[config.mk]
export PLATFORM = sky130hd
export DESIGN_NAME = reloj_display_scan
export DESIGN_NICKNAME = d
export VERILOG_FILES = /design/src/rtl/reloj_display_scan.sv
export SDC_FILE = /design/constraint.sdc
export NUM_CORES = 1
export LEC_CHECK = 0
export CORE_ASPECT_RATIO = 0.75
export CORE_MARGIN = 2
export CORE_UTILIZATION = 55
export DETAILED_ROUTE_END_ITERATION = 6
export GPL_ROUTABILITY_DRIVEN = 1
export PLACE_DENSITY = 0.78
export SLEW_MARGIN = 20
export SYNTH_ARGS = -nofsm -noshare
export SYNTH_HDL_FRONTEND = slang
export SYNTH_SLANG_ARGS = --single-unit
[constraint.sdc]
create_clock -name clk -period 3.05 [get_ports clk]
set_input_delay 0.305 -clock clk [delete_from_list [all_inputs] [get_ports clk]]
set_output_delay 0.305 -clock clk [all_outputs]
set_load 0.01 [all_outputs]
[src/rtl/reloj_display_scan.sv]
`default_nettype none
// ============================================================================
// Module   : reloj_display_scan
// Brief    : Multiplexed 4-digit 7-segment scanner for the clock core, with
//            ghost blanking, per-digit blink, H1 leading-zero blanking and a
//            frame-start input snapshot.
// Revision : 1.0 - initial release
// ============================================================================
module reloj_display_scan #(
    parameter int SCAN_DIV  = 1000,
    parameter int BLANK_CYC = 1,
    parameter int BLINK_DIV = 250000,
    parameter int LZB       = 1
) (
    input  logic       clk,
    input  logic       rst,
    input  logic [3:0] M0,
    input  logic [3:0] M1,
    input  logic [3:0] H0,
    input  logic [1:0] H1,
    input  logic       Dots,
    input  logic [3:0] blink_mask,
    output logic [6:0] seg,
    output logic       dp,
    output logic [3:0] an
);

    localparam int c_scan_w  = $clog2(SCAN_DIV);
    localparam int c_blink_w = $clog2(BLINK_DIV);
    localparam logic [c_scan_w-1:0]  c_scan_last  = c_scan_w'(SCAN_DIV - 1);
    localparam logic [c_scan_w-1:0]  c_blank      = c_scan_w'(BLANK_CYC);
    localparam logic [c_blink_w-1:0] c_blink_last = c_blink_w'(BLINK_DIV - 1);

    logic [c_scan_w-1:0]  r_scan_cnt;
    logic [1:0]           r_idx;
    logic [c_blink_w-1:0] r_blink_cnt;
    logic                 r_phase;
    logic [3:0]           r_sh_m0, r_sh_m1, r_sh_h0, r_sh_h1, r_sh_mask;
    logic                 r_sh_dots;
    logic [6:0]           r_seg;
    logic                 r_dp;
    logic [3:0]           r_an;

    logic                 w_scan_wrap;
    logic                 w_frame_start;
    logic [3:0]           w_digit;
    logic [6:0]           w_seg;
    logic                 w_suppress;
    logic [3:0]           w_an;
    logic                 w_dp;

    assign w_scan_wrap   = (r_scan_cnt == c_scan_last);
    assign w_frame_start = (r_scan_cnt == '0) && (r_idx == 2'd0);

    always_comb begin
        w_digit = r_sh_m0;
        case (r_idx)
            2'd0:    w_digit = r_sh_m0;
            2'd1:    w_digit = r_sh_m1;
            2'd2:    w_digit = r_sh_h0;
            default: w_digit = r_sh_h1;
        endcase
    end

    // Non-decimal codes show a lone dash so a corrupted digit is visible.
    always_comb begin
        w_seg = 7'h40;
        case (w_digit)
            4'd0:    w_seg = 7'h3F;
            4'd1:    w_seg = 7'h06;
            4'd2:    w_seg = 7'h5B;
            4'd3:    w_seg = 7'h4F;
            4'd4:    w_seg = 7'h66;
            4'd5:    w_seg = 7'h6D;
            4'd6:    w_seg = 7'h7D;
            4'd7:    w_seg = 7'h07;
            4'd8:    w_seg = 7'h7F;
            4'd9:    w_seg = 7'h6F;
            default: w_seg = 7'h40;
        endcase
    end

    always_comb begin
        w_suppress = (r_sh_mask[r_idx] && !r_phase) ||
                     ((LZB != 0) && (r_idx == 2'd3) && (r_sh_h1 == 4'd0));
        w_an = 4'b0000;
        if ((r_scan_cnt >= c_blank) && !w_suppress) begin
            w_an = 4'b0001 << r_idx;
        end
        w_dp = (r_idx == 2'd2) && (w_an != 4'b0000) && r_sh_dots;
    end

    always_ff @(posedge clk) begin
        if (rst) begin
            r_scan_cnt  <= '0;
            r_idx       <= 2'd0;
            r_blink_cnt <= '0;
            r_phase     <= 1'b1;
            r_sh_m0     <= 4'd0;
            r_sh_m1     <= 4'd0;
            r_sh_h0     <= 4'd0;
            r_sh_h1     <= 4'd0;
            r_sh_mask   <= 4'd0;
            r_sh_dots   <= 1'b0;
            r_seg       <= 7'd0;
            r_dp        <= 1'b0;
            r_an        <= 4'd0;
        end else begin
            r_scan_cnt <= w_scan_wrap ? '0 : r_scan_cnt + 1'b1;
            if (w_scan_wrap) begin
                r_idx <= r_idx + 2'd1;
            end

            r_blink_cnt <= (r_blink_cnt == c_blink_last) ? '0 : r_blink_cnt + 1'b1;
            if (r_blink_cnt == c_blink_last) begin
                r_phase <= ~r_phase;
            end

            // Shadow is frozen for the whole frame so a digit update cannot tear.
            if (w_frame_start) begin
                r_sh_m0   <= M0;
                r_sh_m1   <= M1;
                r_sh_h0   <= H0;
                r_sh_h1   <= {2'b00, H1};
                r_sh_mask <= blink_mask;
                r_sh_dots <= Dots;
            end

            r_seg <= w_seg;
            r_dp  <= w_dp;
            r_an  <= w_an;
        end
    end

    assign seg = r_seg;
    assign dp  = r_dp;
    assign an  = r_an;

endmodule
`default_nettype wire

==> results of run 1 <==
## logic make-up (layout without fill, tap and decap cells)
kind of cell | after synthesis | after routing | share of synthesized area, %
mux | 23 | 23 | 8.80
simple gates | 125 | 125 | 22.6
buf+inv | 23 | 68 | 3.52
fa+ha+maj | 15 | 15 | 6.77
compound gates | 22 | 22 | 6.36
xor+xnor | 23 | 23 | 7.26
flops | 62 | 62 | 44.7
## metal layers
layer	GRT usage (%)	share of wire, %	vias to the layer above	wire length [um]
met5	0	0	-	0
met4	6.35	1.5	0	81
met3	9.55	7.6	8	420
met2	29.4	41	71	2250
met1	29.6	50	998	2780
li1	-	-	1101	-
## metrics by stage
stage	total power [uW]	area [um^2]	worst slack (ns)	hold slack [ns]
floorplan	1030	2770	0.901	0.409
global placement	1120	3170	0.744	0.456
detailed placement	1120	3170	0.619	0.445
CTS	1810	3350	0.605	0.453
global route	1880	3350	0.377	0.465
finish	1800	3350	0.588	0.462
## sequential cells by signal, summed over array words and instances (netlist names)
signal       flops
r_phase          1
r_scan_cnt      10
r_idx            2
an               4
r_sh_h0          4
r_sh_mask        4
r_sh_m1          4
r_sh_dots        1
r_sh_m0          4
dp               1
r_blink_cnt     18
r_sh_h1          2
seg              7
## final cells by class
| class | instances | area share [%] |
|---|---|---|
| Multi-Input combinational cell | 208 | 42.8 |
| Sequential cell | 62 | 37.0 |
| Timing Repair Buffer | 36 | 10.4 |
| Clock buffer | 11 | 4.21 |
| Tap cell | 60 | 2.24 |
| Inverter | 17 | 1.90 |
| Clock inverter | 4 | 1.42 |
## where the power goes
part	switching, uW	internal [uW]
combinational	108	119
sequential	27.0	856
clock	298	392
## worst paths after layout
kind              cells past startpoint  slack, ns                   start           endpoint
hold / removal                        2       0.46  r_sh_dots$_SDFFE_PP0P_      dp$_SDFF_PP0_
setup / recovery                      9       0.59   r_idx[0]$_SDFFE_PP0P_  seg[4]$_SDFF_PP0_
hold reg to reg                       2       0.46  r_sh_dots$_SDFFE_PP0P_      dp$_SDFF_PP0_
setup reg to reg                      9       0.59   r_idx[0]$_SDFFE_PP0P_  seg[4]$_SDFF_PP0_
## layout by cell type, fill, tap and decap left out, types with 2 or more instances in the layout
master and count:
sky130_fd_sc_hd__a211o_1 2, sky130_fd_sc_hd__xor2_1 6, sky130_fd_sc_hd__and2_1 3, sky130_fd_sc_hd__nand3_1 7, sky130_fd_sc_hd__mux2i_1 21, sky130_fd_sc_hd__clkinv_2 2, sky130_fd_sc_hd__a21oi_1 4, sky130_fd_sc_hd__nand2_1 15
sky130_fd_sc_hd__xnor2_1 17, sky130_fd_sc_hd__nor4_1 8, sky130_fd_sc_hd__and3_1 4, sky130_fd_sc_hd__inv_1 17, sky130_fd_sc_hd__or3_1 2, sky130_fd_sc_hd__nor3_1 7, sky130_fd_sc_hd__a31oi_1 2, sky130_fd_sc_hd__dfxtp_1 62
sky130_fd_sc_hd__and4_1 2, sky130_fd_sc_hd__nand4_1 7, sky130_fd_sc_hd__nand3b_1 2, sky130_fd_sc_hd__or4_1 2, sky130_fd_sc_hd__clkbuf_8 10, sky130_fd_sc_hd__buf_4 4, sky130_fd_sc_hd__ha_1 15, sky130_fd_sc_hd__nor2_1 58
sky130_fd_sc_hd__o21ai_0 3, sky130_fd_sc_hd__clkdlybuf4s50_1 32, sky130_fd_sc_hd__a222oi_1 4
## worst max-delay path: stages (launching register included)
cell and delay (ns):
sky130_fd_sc_hd__dfxtp_1 0.40, sky130_fd_sc_hd__inv_1 0.11, sky130_fd_sc_hd__ha_1 0.29, sky130_fd_sc_hd__a222oi_1 0.55
sky130_fd_sc_hd__mux2i_1 0.30, sky130_fd_sc_hd__inv_1 0.17, sky130_fd_sc_hd__ha_1 0.19, sky130_fd_sc_hd__mux2_2 0.15
sky130_fd_sc_hd__a31oi_1 0.09, sky130_fd_sc_hd__o2bb2ai_1 0.15
==> results.txt, run 1 <==
----------------------------------------------------
[Synthesis]
  Dominant cell type by area after synthesis ... sky130_fd_sc_hd__dfxtp_1
  Most common library cells after synthesis ... 62 x sky130_fd_sc_hd__dfxtp_1, 58 x sky130_fd_sc_hd__nor2_1, 21 x sky130_fd_sc_hd__mux2i_1
  Most instantiated flip-flop cell in the synthesis netlist ... sky130_fd_sc_hd__dfxtp_1
  Synthesized netlist net count ... 329
  Top cell type's share of synthesized area ... 44.7%
  Number of distinct standard cells referenced by the synthesized netlist ... 43
  Sequential fraction of the synthesis area ... 44.7%
  Leading post-synthesis cells by cell area ... sky130_fd_sc_hd__dfxtp_1 45%, sky130_fd_sc_hd__nor2_1 7.8%, sky130_fd_sc_hd__mux2i_1 7.6%, sky130_fd_sc_hd__ha_1 6.8%, sky130_fd_sc_hd__xnor2_1 5.4%
  Share of async-settable or async-resettable flops after synthesis ... 0%
  Number of warning messages in the yosys log ... 0
  Number of flops mapped to enable cells by yosys ... 0
  Synthesized area per cell ... 9.47 um^2
  Most frequent cell after synthesis ... sky130_fd_sc_hd__dfxtp_1
  #FFs+latches synth ... 62
  Synthesized instance count ... 293
  Mapped cell area ... 2770 um^2

[Placed design]
  Gp weighted congestion ... 0.854
  Placed Instances ... 383
  PortBufs ... 32
  HPWL after detailed placement ... 4010 um

[Timing]
  Largest clock skew in the final design ... 0.00448 ns
  Final hold violations ... 0
  Setup repair after global routing missed its margin ... false
  Period Utilization, post-route ... 80.7%
  Minimum clock period ... 2.46 ns
  Number of failing setup endpoints in the final timing report ... 0
  Peak clock frequency supported by timing ... 0.406 GHz
  Worst slew margin relative to its limit ... 52.6%
  TNS Setup ... 0 ns
  Slew of the pin with the lowest slew margin ... 0.712 ns
  Final Slew Violations ... 0

[Power]
  Max rail drop VDD ... 363 uV
  Leakage power total ... 0.00133 uW
  Pwr/cell area ... 536 nW/um^2

[GRT]
  Total congestion overflow ... 0
  Pin count of the biggest net entering global routing ... 33
  Vias in the first global route ... 1960
  Overall Global Routing Usage ... 21.3%
  Antenna violations before repair ... 0
  First-pass GRT wire length ... 9050 um

[Run status]
  Status ... completed

[Floorplan]
  Area inside the core boundary ... 4870 um^2
  Number of placement rows ... 22
  Width of the die ... 86.0 um
  Initial Util ... 56.9%
  Boundary Pins ... 33
  Overall die area ... 5630 um^2
  Y dimension of the die ... 65.5 um

[Clock tree]
  CTS Hold Bufs ... 0
  Sink count of the clock tree ... 62
  TritonCTS clock tree ... built
  Count of cells resized by post-cts repair ... 0
  Max H-tree Level ... 3
  CTS Root Buffer Type ... sky130_fd_sc_hd__clkbuf_8
  Longest Clk Path Bufs ... 2
  CTS buffer count ... 9
  Clock Latency Late Sink ... 0.34 ns
  Number of post-CTS setup repair buffers ... 0
  Clock input transition at the sequential cells of the worst setup and hold paths ... 0.06 ns

[Layout]
  Post-layout nets ... 370
  Final core area utilization ... 68.8%
  Area taken by multi-input logic gates ... 1440 um^2
  Seq. cell area ... 1240 um^2
  Layout fillers ... 389
  Share of layout cells above drive strength 1 ... 7.69%
  Area growth from synthesis to final layout ... 20.9%
  Non-filler cells, final ... 398
  Number of antenna repair diodes ... 0

[Route]
  Iter 0 DRT Violations ... 182
  Post-DRT Antenna Nets ... 0
  DRC violation count after routing ... 0
  Iteration count of the initial detailed-routing pass ... 4
  Post-detailed-routing wire length ... 5540 um
  Wire per inst ... 13.9 um
  Via count normalized by instance count ... 5.47
  Total via count after detailed routing ... 2178

[Setup path]
  Worst Path Arrival ... 2.73 ns
  Type of the setup path with the least slack ... reg2reg
  Element type at the critical path start ... flop
  Largest fanout of any net on the critical path ... 6
  Data required time at the worst endpoint ... 3.31 ns
  Kind of end point of the critical path ... flop

[Min path]
  Hold WC Path Type ... reg2reg

[Job]
  Reported max-cap violation count ... 0

----------------------------------------------------
Note: power is estimated with default switching activity, not from simulation.
==> run 2, diff against run 1 <==
- clock period: 3.05 -> 2.3 ns (I/O delays scaled with it)
==> run 2 against run 1 <==
- combinational power up 41%
- via count up 0.46%
- hold slack worse by 0.0032 ns
- critical path type unchanged
- largest cell class unchanged
- largest power group unchanged
==> results.txt, run 2 (synthesized netlist as in run 1, its figures left out) <==
----------------------------------------------------
[Setup path]
  Type of the setup path with the least slack ... reg2reg
  Largest fanout of any net on the critical path ... 4 (-2)
  Element type at the critical path start ... flop
  FF-to-FF setup slack ... 0.13 ns (-0.45 ns)
  Startpoint of the most critical register-to-register path ... r_idx[0]$_SDFFE_PP0P_
  Launch point of the critical path ... r_idx[0]$_SDFFE_PP0P_
  Worst Path Arrival ... 2.44 ns (-0.29 ns)
  Worst-case reg-to-reg path depth ... 10 (+1)
  Data required time at the worst endpoint ... 2.58 ns (-0.73 ns)
  Critical register-to-register path endpoint ... seg[4]$_SDFF_PP0_
  Kind of end point of the critical path ... flop
  Termination of the worst setup path ... seg[4]$_SDFF_PP0_

[Timing]
  Worst slew margin relative to its limit ... 71.8% (+19 points)
  Number of failing setup endpoints in the final timing report ... 0 (unchanged)
  Slew of the pin with the lowest slew margin ... 0.421 ns (-0.291 ns)
  Peak clock frequency supported by timing ... 0.462 GHz (+14%)
  Worst hold margin ... 0.458 ns (-0.00324 ns)
  Period Utilization, post-route ... 94.2% (+13 points)
  Largest clock skew in the final design ... 0.00427 ns (-0.000208 ns)
  Minimum clock period ... 2.17 ns (-0.296 ns)
  Final Slew Violations ... 0 (unchanged)
  TNS Setup ... 0 ns (unchanged)
  Final hold violations ... 0 (unchanged)

[Route]
  Top Metal Used ... met4
  Met2 wire length ... 2310 um (+2.4%)
  Via count normalized by instance count ... 5.38 (-1.8%)
  Post-DRT Antenna Nets ... 0 (unchanged)
  Total via count after detailed routing ... 2188 (+0.46%)
  Routed wire length on met3 ... 295 um (-30%)
  Iter 0 DRT Violations ... 143 (-21%)
  Post-detailed-routing wire length ... 5750 um (+3.7%)
  Wire per inst ... 14.1 um (+1.4%)
  Wire length the detailed router placed on met1 ... 3080 um (+11%)
  Iteration count of the initial detailed-routing pass ... 5 (+1)
  DRC violation count after routing ... 0 (unchanged)

[Placed design]
  PortBufs ... 32 (unchanged)
  HPWL after detailed placement ... 4130 um (+2.8%)
  Gp weighted congestion ... 0.823 (-3.6%)

[Layout]
  Share of layout cells above drive strength 1 ... 10.1% (+2.4 points)
  Most frequent cells in the layout ... 62 x sky130_fd_sc_hd__dfxtp_1, 58 x sky130_fd_sc_hd__nor2_1, 32 x sky130_fd_sc_hd__clkdlybuf4s50_1
  Final core area utilization ... 70.1% (+1.3 points)
  Area growth from synthesis to final layout ... 23.2%
  Most frequent standard cell in the layout excluding fill and tap cells ... sky130_fd_sc_hd__dfxtp_1
  Post-layout nets ... 379 (+2.4%)
  Largest reg by FF count ... r_blink_cnt
  Number of flip-flops in the largest register ... 18 (unchanged)
  Number of antenna repair diodes ... 0 (unchanged)

[Floorplan]
  Width of the die ... 86.0 um (unchanged)
  Number of placement rows ... 22 (unchanged)
  Initial Util ... 56.9% (unchanged)
  Overall die area ... 5630 um^2 (unchanged)
  Boundary Pins ... 33 (unchanged)
  Y dimension of the die ... 65.5 um (unchanged)
  Area inside the core boundary ... 4870 um^2 (unchanged)

[GRT]
  Overall Global Routing Usage ... 22.8% (+1.5 points)
  Total congestion overflow ... 0 (unchanged)
  Pin count of the biggest net entering global routing ... 32 (-3.0%)
  Vias in the first global route ... 2011 (+2.6%)
  Antenna violations before repair ... 0 (unchanged)
  First-pass GRT wire length ... 9640 um (+6.5%)

[Clock tree]
  Clock Latency Late Sink ... 0.34 ns (about the same)
  Max H-tree Level ... 3 (unchanged)
  TritonCTS clock tree ... built
  Sink count of the clock tree ... 62 (unchanged)
  Longest Clk Path Bufs ... 2 (unchanged)
  CTS buffer count ... 9 (unchanged)
  CTS Hold Bufs ... 0 (unchanged)
  CTS Root Buffer Type ... sky130_fd_sc_hd__clkbuf_8
  Clock input transition at the sequential cells of the worst setup and hold paths ... 0.06 ns (about the same)

[Run status]
  Status ... completed

[Power]
  Leakage power total ... 0.00136 uW (+2.2%)
  Max rail drop VDD ... 481 uV (+32%)
  Pwr/cell area ... 680 nW/um^2 (+27%)

[Job]
  Reported max-cap violation count ... 0 (unchanged)

[Min path]
  Hold WC Path Type ... reg2reg

----------------------------------------------------
[run 2: layout make-up]
type                    count  area, um^2
multi-input cells         208        1450
repair buffers             45         418
well taps                  60        75.1
clock buffers              14         163
clock inverters             1        5.00
fillers                   385        1460
inverters                  17        63.8
flip-flops and latches     62        1240
[run 2: worst min path at each step]
stage                         startpoint                        end  slack (ns)  cells after the start
6_report          r_sh_dots$_SDFFE_PP0P_              dp$_SDFF_PP0_        0.46                      2
5_1_grt        r_blink_cnt[0]$_SDFF_PP0_  r_blink_cnt[0]$_SDFF_PP0_        0.50                      1
4_1_cts           r_sh_dots$_SDFFE_PP0P_              dp$_SDFF_PP0_        0.45                      2
3_5_place_dp      r_sh_dots$_SDFFE_PP0P_              dp$_SDFF_PP0_        0.45                      2
3_3_place_gp      r_sh_dots$_SDFFE_PP0P_              dp$_SDFF_PP0_        0.46                      2
2_1_floorplan              blink_mask[2]  r_sh_mask[2]$_SDFFE_PP0P_        0.38                      2
[run 2: critical path: stages (launching register included)]
cell	delay [ns]
sky130_fd_sc_hd__dfxtp_1	0.41
sky130_fd_sc_hd__inv_1	0.11
sky130_fd_sc_hd__ha_1	0.24
sky130_fd_sc_hd__a222oi_1	0.34
sky130_fd_sc_hd__buf_4	0.18
sky130_fd_sc_hd__a21oi_2	0.06
sky130_fd_sc_hd__inv_1	0.14
sky130_fd_sc_hd__ha_1	0.21
sky130_fd_sc_hd__mux2_2	0.16
sky130_fd_sc_hd__a31oi_1	0.08
sky130_fd_sc_hd__o2bb2ai_1	0.14
[run 2: timing repair]
item / CTS / global route
resized for setup: 0 / 3
setup buffers: 2 / 3
pin swaps: 1 / 3
endpoints found under the setup margin: 4 / 7
[run 2: power breakdown]
part	internal, uW	switching (uW)
registers	1130	34.1
clock network	443	392
logic	172	148
[run 2: stage by stage]
stage                     cells  setup WS (ns)  power (uW)  instance area, um^2
after floorplan             293          0.151        1370                 2770
after global placement      387          0.103        1480                 3200
after detailed placement    387        -0.0841        1490                 3200
after CTS                   404         0.0276        2330                 3380
after global routing        407        -0.0573        2440                 3420
final                       407          0.133        2320                 3420
[run 2: routing by layer]
layer  global-route usage, %  vias to the layer above
met3                    10.6                        7
met4                    6.55                        0
met2                    31.1                       46
met5                       0                        -
li1                        -                     1117
met1                    31.8                     1018
==> run 3, diff against run 2 <==
- CTS_BUF_LIST: not set -> sky130_fd_sc_hd__clkbuf_16
==> run 3 against run 2 <==
- fmax down 2.1%
- global-route usage rose by 0.51 points
- clock power up 35%
- combinational power barely moved
- register-to-register slack worse by 0.05 ns
- power up 13%
- final cell count unchanged
- final area increased by 2.4%
- die area stayed put
- first-iteration DRC count rose by 0.70%
- critical path type unchanged
- critical endpoint unchanged
- largest power group unchanged
==> results.txt, run 3 (synthesized netlist as in run 1, its figures left out) <==
----------------------------------------------------
[Setup path]
  CP Depth ... 10 (unchanged)
  Worst Path Arrival ... 2.42 ns (-0.02 ns)
  Largest fanout of any net on the critical path ... 5 (+1)
  CP max-delay cell ... sky130_fd_sc_hd__dfxtp_1
  Type of the setup path with the least slack ... reg2reg
  Critical register-to-register path endpoint ... seg[4]$_SDFF_PP0_
  Startpoint of the most critical register-to-register path ... r_idx[1]$_SDFFE_PP0P_
  Cell family with most CP delay ... compound AO/OA/AOI/OAI gates
  Kind of end point of the critical path ... flop
  Element type at the critical path start ... flop
  CP cell instances ... inv_1 -> ha_1 -> a222oi_1 -> buf_4 -> a21oi_2 -> inv_1 -> ha_1 -> mux2_2 -> a31oi_1 -> o2bb2ai_1
  Total buffers and inverters traversed by the critical path ... 3 (unchanged)
  Worst-case reg-to-reg path depth ... 10 (unchanged)
  Launch point of the critical path ... r_idx[1]$_SDFFE_PP0P_
  FF-to-FF setup slack ... 0.09 ns (-0.05 ns)
  Peak per-stage delay on the critical path ... 0.35 ns (-0.06 ns)
  Termination of the worst setup path ... seg[4]$_SDFF_PP0_
  Data required time at the worst endpoint ... 2.51 ns (-0.07 ns)

[Timing]
  Largest clock skew in the final design ... 0.00669 ns (+0.00242 ns)
  Final Slew Violations ... 0 (unchanged)
  Worst slew margin relative to its limit ... 72.6% (+0.82 points)
  Number of failing setup endpoints in the final timing report ... 0 (unchanged)
  Setup WS post-layout ... 0.0874 ns (-0.0460 ns)
  Slew of the pin with the lowest slew margin ... 0.409 ns (-0.0123 ns)
  Worst hold margin ... 0.461 ns (+0.00301 ns)
  Peak clock frequency supported by timing ... 0.452 GHz (-2.1%)
  Period Utilization, post-route ... 96.2% (+2.0 points)
  Final hold violations ... 0 (unchanged)
  Minimum clock period ... 2.21 ns (+0.0460 ns)

[Power]
  Leakage power total ... 0.00140 uW (+3.5%)
  Pwr/cell area ... 750 nW/um^2 (+10%)
  Power Total ... 2630 uW (+13%)
  Max rail drop VDD ... 579 uV (+20%)

[Clock tree]
  Sink count of the clock tree ... 62 (unchanged)
  Max H-tree Level ... 3 (unchanged)
  CTS Hold Bufs ... 0 (unchanged)
  Clock input transition at the sequential cells of the worst setup and hold paths ... 0.05 ns (about the same)
  Clock Latency Late Sink ... 0.33 ns (about the same)
  TritonCTS clock tree ... built
  CTS Root Buffer Type ... sky130_fd_sc_hd__clkbuf_16
  CTS buffer count ... 9 (unchanged)
  Longest Clk Path Bufs ... 2 (unchanged)

[GRT]
  Antenna violations before repair ... 0 (unchanged)
  Total congestion overflow ... 0 (unchanged)
  Vias in the first global route ... 2030 (+0.94%)
  Pin count of the biggest net entering global routing ... 32 (unchanged)
  Overall Global Routing Usage ... 23.3% (+0.51 points)
  First-pass GRT wire length ... 9800 um (+1.7%)

[Layout]
  Post-layout nets ... 379 (unchanged)
  Number of flip-flops in the largest register ... 18 (unchanged)
  Most frequent standard cell in the layout excluding fill and tap cells ... sky130_fd_sc_hd__dfxtp_1
  Area growth from synthesis to final layout ... 26.1%
  Number of antenna repair diodes ... 0 (unchanged)
  Share of layout cells above drive strength 1 ... 9.51% (-0.58 points)
  Layout fillers ... 371 (-3.6%)
  Largest reg by FF count ... r_blink_cnt
  Area taken by multi-input logic gates ... 1450 um^2 (unchanged)
  Seq. cell area ... 1240 um^2 (unchanged)
  Most frequent cells in the layout ... 62 x sky130_fd_sc_hd__dfxtp_1, 58 x sky130_fd_sc_hd__nor2_1, 32 x sky130_fd_sc_hd__clkdlybuf4s50_1
  Final core area utilization ... 71.8% (+1.7 points)

[Route]
  Iteration count of the initial detailed-routing pass ... 6 (+1)
  Iter 0 DRT Violations ... 144 (+0.70%)
  Post-detailed-routing wire length ... 5980 um (+4.1%)
  Wire per inst ... 14.7 um (+4.1%)
  Via count normalized by instance count ... 5.49 (+2.1%)
  Post-DRT Antenna Nets ... 0 (unchanged)
  Total via count after detailed routing ... 2235 (+2.1%)
  DRC violation count after routing ... 0 (unchanged)

[Placed design]
  Gp weighted congestion ... 0.823 (unchanged)
  HPWL after detailed placement ... 4130 um (unchanged)
  PortBufs ... 32 (unchanged)
  Worst-case setup slack after placement ... -0.0841 ns (unchanged)

[Floorplan]
  Number of placement rows ... 22 (unchanged)
  Overall die area ... 5630 um^2 (unchanged)
  Area inside the core boundary ... 4870 um^2 (unchanged)
  Boundary Pins ... 33 (unchanged)
  Y dimension of the die ... 65.5 um (unchanged)
  Width of the die ... 86.0 um (unchanged)
  Initial Util ... 56.9% (unchanged)

[Run status]
  Status ... completed

[Min path]
  Hold WC Path Type ... reg2reg

[Job]
  Reported max-cap violation count ... 0 (unchanged)

----------------------------------------------------
[run 3: cell count changes in the layout (fill, tap and decap cells not counted), sizes merged]
cell	previous run	this run
clkbuf	14	9
inv	17	20
clkinv	1	3
[run 3: worst register-to-register path, stage by stage, from the launching register on]
cell	delay, ns
sky130_fd_sc_hd__dfxtp_1	0.35
sky130_fd_sc_hd__inv_1	0.12
sky130_fd_sc_hd__ha_1	0.27
sky130_fd_sc_hd__a222oi_1	0.10
sky130_fd_sc_hd__buf_4	0.16
sky130_fd_sc_hd__a21oi_2	0.20
sky130_fd_sc_hd__inv_1	0.13
sky130_fd_sc_hd__ha_1	0.24
sky130_fd_sc_hd__mux2_2	0.27
sky130_fd_sc_hd__a31oi_1	0.18
sky130_fd_sc_hd__o2bb2ai_1	0.09
[run 3: area by class of cell]
class | count | area share, %
repair buffers | 45 | 11.9
inverters | 17 | 1.82
multi-input cells | 208 | 41.5
clock inverters | 6 | 0.680
clock buffers | 9 | 6.44
well taps | 60 | 2.15
flip-flops and latches | 62 | 35.5
[run 3: worst min-delay path by stage]
stage	startpoint	depth (start not counted)	end	slack (ns)
6_report	r_sh_dots$_SDFFE_PP0P_	2	dp$_SDFF_PP0_	0.46
3_3_place_gp	r_sh_dots$_SDFFE_PP0P_	2	dp$_SDFF_PP0_	0.46
4_1_cts	r_sh_dots$_SDFFE_PP0P_	2	dp$_SDFF_PP0_	0.45
5_1_grt	r_blink_cnt[0]$_SDFF_PP0_	1	r_blink_cnt[0]$_SDFF_PP0_	0.49
3_5_place_dp	r_sh_dots$_SDFFE_PP0P_	2	dp$_SDFF_PP0_	0.45
2_1_floorplan	blink_mask[2]	2	r_sh_mask[2]$_SDFFE_PP0P_	0.38
[run 3: repair_timing]
action	4_1_cts	5_1_grt
buffers inserted	2	3
resized for setup	0	3
pin swaps	1	3
setup endpoints to repair	3	7
[run 3: through the flow]
step / area, um^2 / instances / TNS, ns
global placement: 3200 / 387 / 0
finish: 3500 / 407 / 0
global route: 3500 / 407 / -0.0521
floorplan: 2770 / 293 / 0
detailed placement: 3200 / 387 / -0.111
CTS: 3460 / 404 / 0
[run 3: power by group]
part / internal [uW] / total (uW) / switching [uW]
Combinational: 172 / 322 / 150
Clock: 698 / 1130 / 434
Sequential: 1140 / 1170 / 34.3
[run 3: per-layer routing]
| metal | GRT usage, % | share of wire (%) | up-vias |
|---|---|---|---|
| li1 | - | - | 1121 |
| met1 | 32.5 | 50 | 1032 |
| met2 | 31.9 | 42 | 71 |
| met3 | 9.17 | 6.8 | 11 |
| met4 | 9.33 | 1.8 | 0 |
| met5 | 0 | 0 | - |
